`config.mk`:
```
export PLATFORM = sky130hd
export DESIGN_NAME = sequence_player
export DESIGN_NICKNAME = d
export VERILOG_FILES = /design/src/rtl/sequence_player.sv
export SDC_FILE = /design/constraint.sdc
export NUM_CORES = 1
export LEC_CHECK = 0
export ABC_CLOCK_PERIOD_IN_PS = 7000
export CAP_MARGIN = 20
export CORE_MARGIN = 4
export CORE_UTILIZATION = 30
export DETAILED_ROUTE_END_ITERATION = 16
export GPL_ROUTABILITY_DRIVEN = 0
export HOLD_SLACK_MARGIN = 0.05
export REMOVE_ABC_BUFFERS = 1
export SLEW_MARGIN = 30
export SYNTH_ARGS = -nofsm -noshare
export SYNTH_HDL_FRONTEND = slang
export SYNTH_SLANG_ARGS = --single-unit
```
`constraint.sdc`:
```
create_clock -name clk -period 7 [get_ports clk]
set_clock_uncertainty 0.15 [all_clocks]
set_input_delay 0.7 -clock clk [delete_from_list [all_inputs] [get_ports clk]]
set_output_delay 0.7 -clock clk [all_outputs]
set_load 0.005 [all_outputs]
```
`src/rtl/sequence_player.sv`:
```
// sequence_player: stores a growing pseudo-random colour sequence and
// replays it through four LED display stages using an enable/done-flag handshake.
//
// Ports:
//   clk, rst_n  clock (rising edge) and async active-low reset
//   start       pulse, replay the stored sequence (IDLE only)
//   append      pulse, add one random step (IDLE only, wins over start)
//   led_done    per-colour done flags from the display stages
//   led_en      one-hot stage enables, zero while dark
//   seq_len     number of stored steps
//   step_idx    index of the step being shown, 0 when idle
//   busy        high from accepted start until the done pulse
//   done        one-cycle pulse when playback completes
//   full        seq_len == MAX_LEN
//   timeout     one-cycle pulse on a stuck stage (SEQ_PLAYER_TIMEOUT_EN only)
//
// Optional feature: define SEQ_PLAYER_TIMEOUT_EN to add the stage watchdog.

module sequence_player #(
   parameter int          MAX_LEN     = 16,
   parameter int          GAP_CYCLES  = 1000,
   parameter logic [15:0] LFSR_SEED   = 16'hACE1
`ifdef SEQ_PLAYER_TIMEOUT_EN
   ,
   parameter int          TIMEOUT_CYC = 20000
`endif
) (
   input  logic                         clk,
   input  logic                         rst_n,
   input  logic                         start,
   input  logic                         append,
   input  logic [3:0]                   led_done,
   output logic [3:0]                   led_en,
   output logic [$clog2(MAX_LEN+1)-1:0] seq_len,
   output logic [$clog2(MAX_LEN)-1:0]   step_idx,
   output logic                         busy,
   output logic                         done,
   output logic                         full
`ifdef SEQ_PLAYER_TIMEOUT_EN
   ,
   output logic                         timeout
`endif
);

   localparam int LW = $clog2(MAX_LEN + 1);
   localparam int IW = $clog2(MAX_LEN);
   localparam int GW = (GAP_CYCLES > 1) ? $clog2(GAP_CYCLES + 1) : 1;

   typedef enum logic [2:0] {
      S_IDLE,
      S_SHOW,
      S_RELEASE,
      S_GAP,
      S_FINISH
   } state_t;

   state_t          r_state;
   logic [15:0]     r_lfsr;
   logic [1:0]      r_mem [MAX_LEN];
   logic [3:0]      r_led_en;
   logic [LW-1:0]   r_seq_len;
   logic [IW-1:0]   r_step_idx;
   logic [GW-1:0]   r_gap;
   logic            r_busy;
   logic            r_done;

   logic            w_fb;
   logic            w_full;
   logic            w_last;
   logic            w_add;
   logic [IW-1:0]   w_next_idx;
   logic [1:0]      w_col;
   logic [1:0]      w_next_col;

   assign w_fb       = r_lfsr[15] ^ r_lfsr[13] ^ r_lfsr[12] ^ r_lfsr[10];
   assign w_full     = (r_seq_len == LW'(MAX_LEN));
   assign w_next_idx = r_step_idx + IW'(1);
   assign w_last     = ((LW'(r_step_idx) + LW'(1)) == r_seq_len);
   assign w_add      = (r_state == S_IDLE) && append && !w_full;
   assign w_col      = r_mem[r_step_idx];
   assign w_next_col = r_mem[w_next_idx];

`ifdef SEQ_PLAYER_TIMEOUT_EN
   localparam int TW = $clog2(TIMEOUT_CYC + 1);
   logic [TW-1:0] r_to_cnt;
   logic          r_timeout;
   assign timeout = r_timeout;
`endif

   // Sequence storage deliberately survives reset.
   always_ff @(posedge clk) begin
      if (w_add) begin
         r_mem[r_seq_len[IW-1:0]] <= r_lfsr[1:0];
      end
   end

   always_ff @(posedge clk or negedge rst_n) begin
      if (!rst_n) begin
         r_state    <= S_IDLE;
         r_lfsr     <= LFSR_SEED;
         r_led_en   <= 4'b0;
         r_seq_len  <= '0;
         r_step_idx <= '0;
         r_gap      <= '0;
         r_busy     <= 1'b0;
         r_done     <= 1'b0;
`ifdef SEQ_PLAYER_TIMEOUT_EN
         r_to_cnt   <= '0;
         r_timeout  <= 1'b0;
`endif
      end else begin
         // Free-running so the drawn colour depends on press timing.
         r_lfsr <= {r_lfsr[14:0], w_fb};
         r_done <= 1'b0;
         unique case (r_state)
            S_IDLE: begin
               if (append) begin
                  if (!w_full) begin
                     r_seq_len <= r_seq_len + LW'(1);
                  end
               end else if (start) begin
                  if (r_seq_len == '0) begin
                     r_state <= S_FINISH;
                  end else begin
                     r_step_idx <= '0;
                     r_busy     <= 1'b1;
                     r_state    <= S_SHOW;
                  end
               end
            end
            S_SHOW: begin
               // Only an acknowledge to a raised enable counts.
               if (r_led_en != 4'b0 && led_done[w_col]) begin
                  r_led_en <= 4'b0;
                  r_state  <= S_RELEASE;
               end else begin
                  r_led_en <= 4'b0001 << w_col;
               end
            end
            S_RELEASE: begin
               if (!led_done[w_col]) begin
                  r_gap   <= GW'(GAP_CYCLES - 1);
                  r_state <= S_GAP;
               end
            end
            S_GAP: begin
               if (r_gap != '0) begin
                  r_gap <= r_gap - GW'(1);
               end else if (w_last) begin
                  r_state <= S_FINISH;
               end else begin
                  // Next enable rises on the gap exit edge.
                  r_step_idx <= w_next_idx;
                  r_led_en   <= 4'b0001 << w_next_col;
                  r_state    <= S_SHOW;
               end
            end
            S_FINISH: begin
               r_done     <= 1'b1;
               r_busy     <= 1'b0;
               r_step_idx <= '0;
               r_state    <= S_IDLE;
            end
            default: begin
               r_state <= S_IDLE;
            end
         endcase
`ifdef SEQ_PLAYER_TIMEOUT_EN
         r_timeout <= 1'b0;
         if (r_state == S_SHOW || r_state == S_RELEASE) begin
            if (r_to_cnt == TW'(TIMEOUT_CYC - 1)) begin
               r_timeout  <= 1'b1;
               r_led_en   <= 4'b0;
               r_busy     <= 1'b0;
               r_step_idx <= '0;
               r_to_cnt   <= '0;
               r_state    <= S_IDLE;
            end else begin
               r_to_cnt <= r_to_cnt + TW'(1);
            end
         end else begin
            r_to_cnt <= '0;
         end
`endif
      end
   end

   assign led_en   = r_led_en;
   assign seq_len  = r_seq_len;
   assign step_idx = r_step_idx;
   assign busy     = r_busy;
   assign done     = r_done;
   assign full     = w_full;

endmodule

```
==> summary.md <==
• finished clean — run status
• 7.69 mm — final routed wirelength across all metal layers
• 25.7% — share of the synthesized area in the top cell type
• 4.95 — drt via density
• 17.3% — Synth-to-Final Area Change
• 0 — remaining antenna violation count
• 0 — DRC violation count after routing
• 4 — Detailed Routing Iterations Pass 1
• flop — endpoint class of the critical path
• 40 — number of rows in the core area
• 3600 ps — post-place setup slack
• 12.7 um^2 — synthesized area divided by synthesized cell count
• 0 — final hold violations
• 0 — global route total overflow
• edfxtp_1 (26%), dfrtp_1 (24%), mux4_2 (10%), dfstp_2 (5.6%), nand2_1 (3.5%) — main area contributors after synthesis
• 7070 ps — data required time at the worst endpoint
• 45 — largest net degree at the start of global routing
• 0 — max-capacitance violation count
• step_idx[0]$_DFFE_PN0P_ — origin of the critical flop-to-flop path
• 51.2% — worst slew slack as a fraction of its limit
• yes — TritonCTS clock tree
• 0 — final setup violation count
• 3740 um^2 — cell area after synthesis
• 7 — reg2reg path depth
• 0 ps — TNS Setup
• 55.4% — post-synthesis sequential area ratio
• 12.9 mm — first-pass GRT wire length
• edfxtp_1 — top cell type by total area after synthesis
• 0 — Yosys warning total
• 14,300 um^2 — area of the die
• false — unrepaired setup endpoints after global routing
• flop — startpoint type of the worst setup path
• 0 — antenna violations before repair
• 324 MHz — top achievable clock speed
• 340 ps — Worst-Skew Late Latency
• 3080 ps — post-route minimum period
• 32 — number of flops mapped to enable cells by yosys
• 349 nW/um^2 — total power density per cell area
• 722 ps — slew at the pin with the worst max-slew slack
• 710 ps — highest cell delay on the worst timing path
• 3 — H-tree level count
• ha_1 -> nand2b_1 -> a21oi_1 -> a311oi_1 -> o31ai_1 -> a211oi_2 -> mux2_2 — CP Cell Sequence
• 0 — # Post-CTS Setup Buffers
• 23 — peak fanout along the critical path
• dfrtp_1 (36), nand2_1 (35), edfxtp_1 (32) — list of most frequent post-synthesis cells
• 76 — FF+latch count, synth
• step_idx[0]$_DFFE_PN0P_ — Critical Path Start
• 1,181 — layout filler cell count
• 12,100 um^2 — core area
• 1.59 nW — leak pwr
• 53 — count of unique library cells instantiated by Yosys
• 0.179 mV — IR drop worst, VDD
• clkbuf_16 — clock root buffer
• 23 — number of I/O port buffers
• 213 — Initial DRC Count
• 2 — clk buf depth
• flop to flop — type of the worst setup path
• 11.7% — Total Routing Usage GR
• led_en[3]$_DFFE_PN0P_ — capture point of the worst reg-to-reg path
• dfrtp_1 — most used flip-flop cell after synthesis
• 3920 ps — worst-case register-to-register setup slack
• 2,429 — vias after detailed routing
• 4130 um^2 — total placed instance area
• 76 — number of clock sinks seen by CTS
• 5.64 mm — hpwl dp
• led_en[3]$_DFFE_PN0P_ — critical path endpoint
• 57.9% — ys async rst share
• 3920 ps — minimum setup slack in the final design
• 0 — total inserted antenna cells
• 4390 um^2 — Finished Cell Area
• 120 um — width of the die
• 0 — number of resized instances in the post-cts repair step
• 36.2% — final core utilization
• dfrtp_2 — crit path max-delay cell type
• 44.0% — final worst-path cycle share
• 3150 ps — WP data arrival
• 24 — I/O pins
• 334 — Total Nets Final
• 60 ps — clock edge transition at the registers on the reported setup and hold paths
• 15.2% — share of post-route cells with drive strength above 1
• input port to async pin — min-delay worst type
• 0 — max-slew violations
• 0 — CTS Hold Buffers Added
• 120 um — height of the chip
• 30.9% — effective utilization at floorplan
• 15.7 um — Routed WL per cell
• dfrtp_1 — dominant cell by count in the synthesized netlist
• 9 — TritonCTS Buffers
• 2,504 — number of global-route vias before repair
• 295 — cells after synthesis
==> stage by stage <==
step | instances | power [W] | hold WS [ps]
floorplan | 285 | 0.000948 | 181
global placement | 476 | 0.00112 | 187
detailed placement | 476 | 0.00114 | 192
CTS | 491 | 0.00155 | 203
global route | 491 | 0.00164 | 209
finish | 491 | 0.00153 | 194
==> worst min-delay path by stage <==
stage	slack, ps	to
after global routing	210	r_lfsr[15]$_DFF_PN1_
after global placement	190	r_lfsr[10]$_DFF_PN1_
final	190	r_gap[6]$_DFFE_PN0P_
after floorplan	180	r_lfsr[3]$_DFF_PN0_
after CTS	200	r_lfsr[15]$_DFF_PN1_
after detailed placement	190	r_lfsr[9]$_DFF_PN0_
==> flip-flops by register name, indices dropped and copies added, names as in the netlist <==
| register | flops |
|---|---|
| r_state | 3 |
| busy | 1 |
| step_idx | 4 |
| r_gap | 10 |
| r_mem | 32 |
| seq_len | 5 |
| r_lfsr | 16 |
| done | 1 |
| led_en | 4 |
==> report_power, final <==
| part | total (W) | switching [W] | internal (W) |
|---|---|---|---|
| Sequential | 0.000624 | 0.000104 | 0.000520 |
| Combinational | 0.000501 | 0.000268 | 0.000233 |
| Clock | 0.000407 | 0.000171 | 0.000236 |
| Total | 0.00153 | 0.000543 | 0.000988 |
==> cells in the final DEF, fill, tap and decap left out, types with 3 or more instances in the layout <==
cell type	synthesis	routed
nand2_1	35	35
dfrtp_1	36	35
edfxtp_1	32	32
nor2_1	24	24
clkdlybuf4s50_1	0	22
mux4_2	17	17
xnor2_1	12	12
nor3_1	10	10
mux2i_1	10	10
clkbuf_16	0	9
inv_1	8	8
dfstp_2	8	8
nand2b_1	7	7
nand3_1	7	7
ha_1	7	7
xor2_1	6	6
o21ai_0	5	5
or4_1	4	4
o21ai_1	4	4
nor4b_1	3	3
inv_2	3	3
a21oi_1	3	3
nor4_1	3	3
o22ai_1	3	3
a31oi_1	3	3
mux2_2	3	3
o41ai_1	3	3
==> layer usage <==
layer  GRT usage, %  routed length (um)  vias to the layer above
li1               -                   -                     1144
met1           14.2                3390                     1220
met2           18.6                3730                       48
met3           3.49                 363                       17
met4           6.37                 206                        0
met5              0                   0                        -
==> area by class of cell <==
cell class | count | area (um^2) | area share [%]
clock buffers | 10 | 229 | 5.22
flip-flops and latches | 76 | 2070 | 47.2
multi-input cells | 198 | 1580 | 36.0
well taps | 168 | 210 | 4.79
inverters | 11 | 41.3 | 0.941
repair buffers | 23 | 228 | 5.19
clock inverters | 5 | 28.8 | 0.656
==> logic make-up (layout without fill, tap and decap cells) <==
group,count (synthesis),count (layout),synth area share (%)
simple gates,103,103,13.3
xor+xnor,19,19,4.82
compound gates,36,36,6.86
buf+inv,21,49,2.44
flops,76,76,55.4
mux,33,33,14.8
fa+ha+maj,7,7,2.34
==> worst max-delay path: cells and delay by family, from the launching register on <==
| kind | cells | cell delay, ps |
|---|---|---|
| compound gates | 4 | 1230 |
| flops | 1 | 710 |
| mux | 1 | 380 |
| fa+ha+maj | 1 | 350 |
| simple gates | 1 | 160 |
Power figures use the tool's default switching activity.
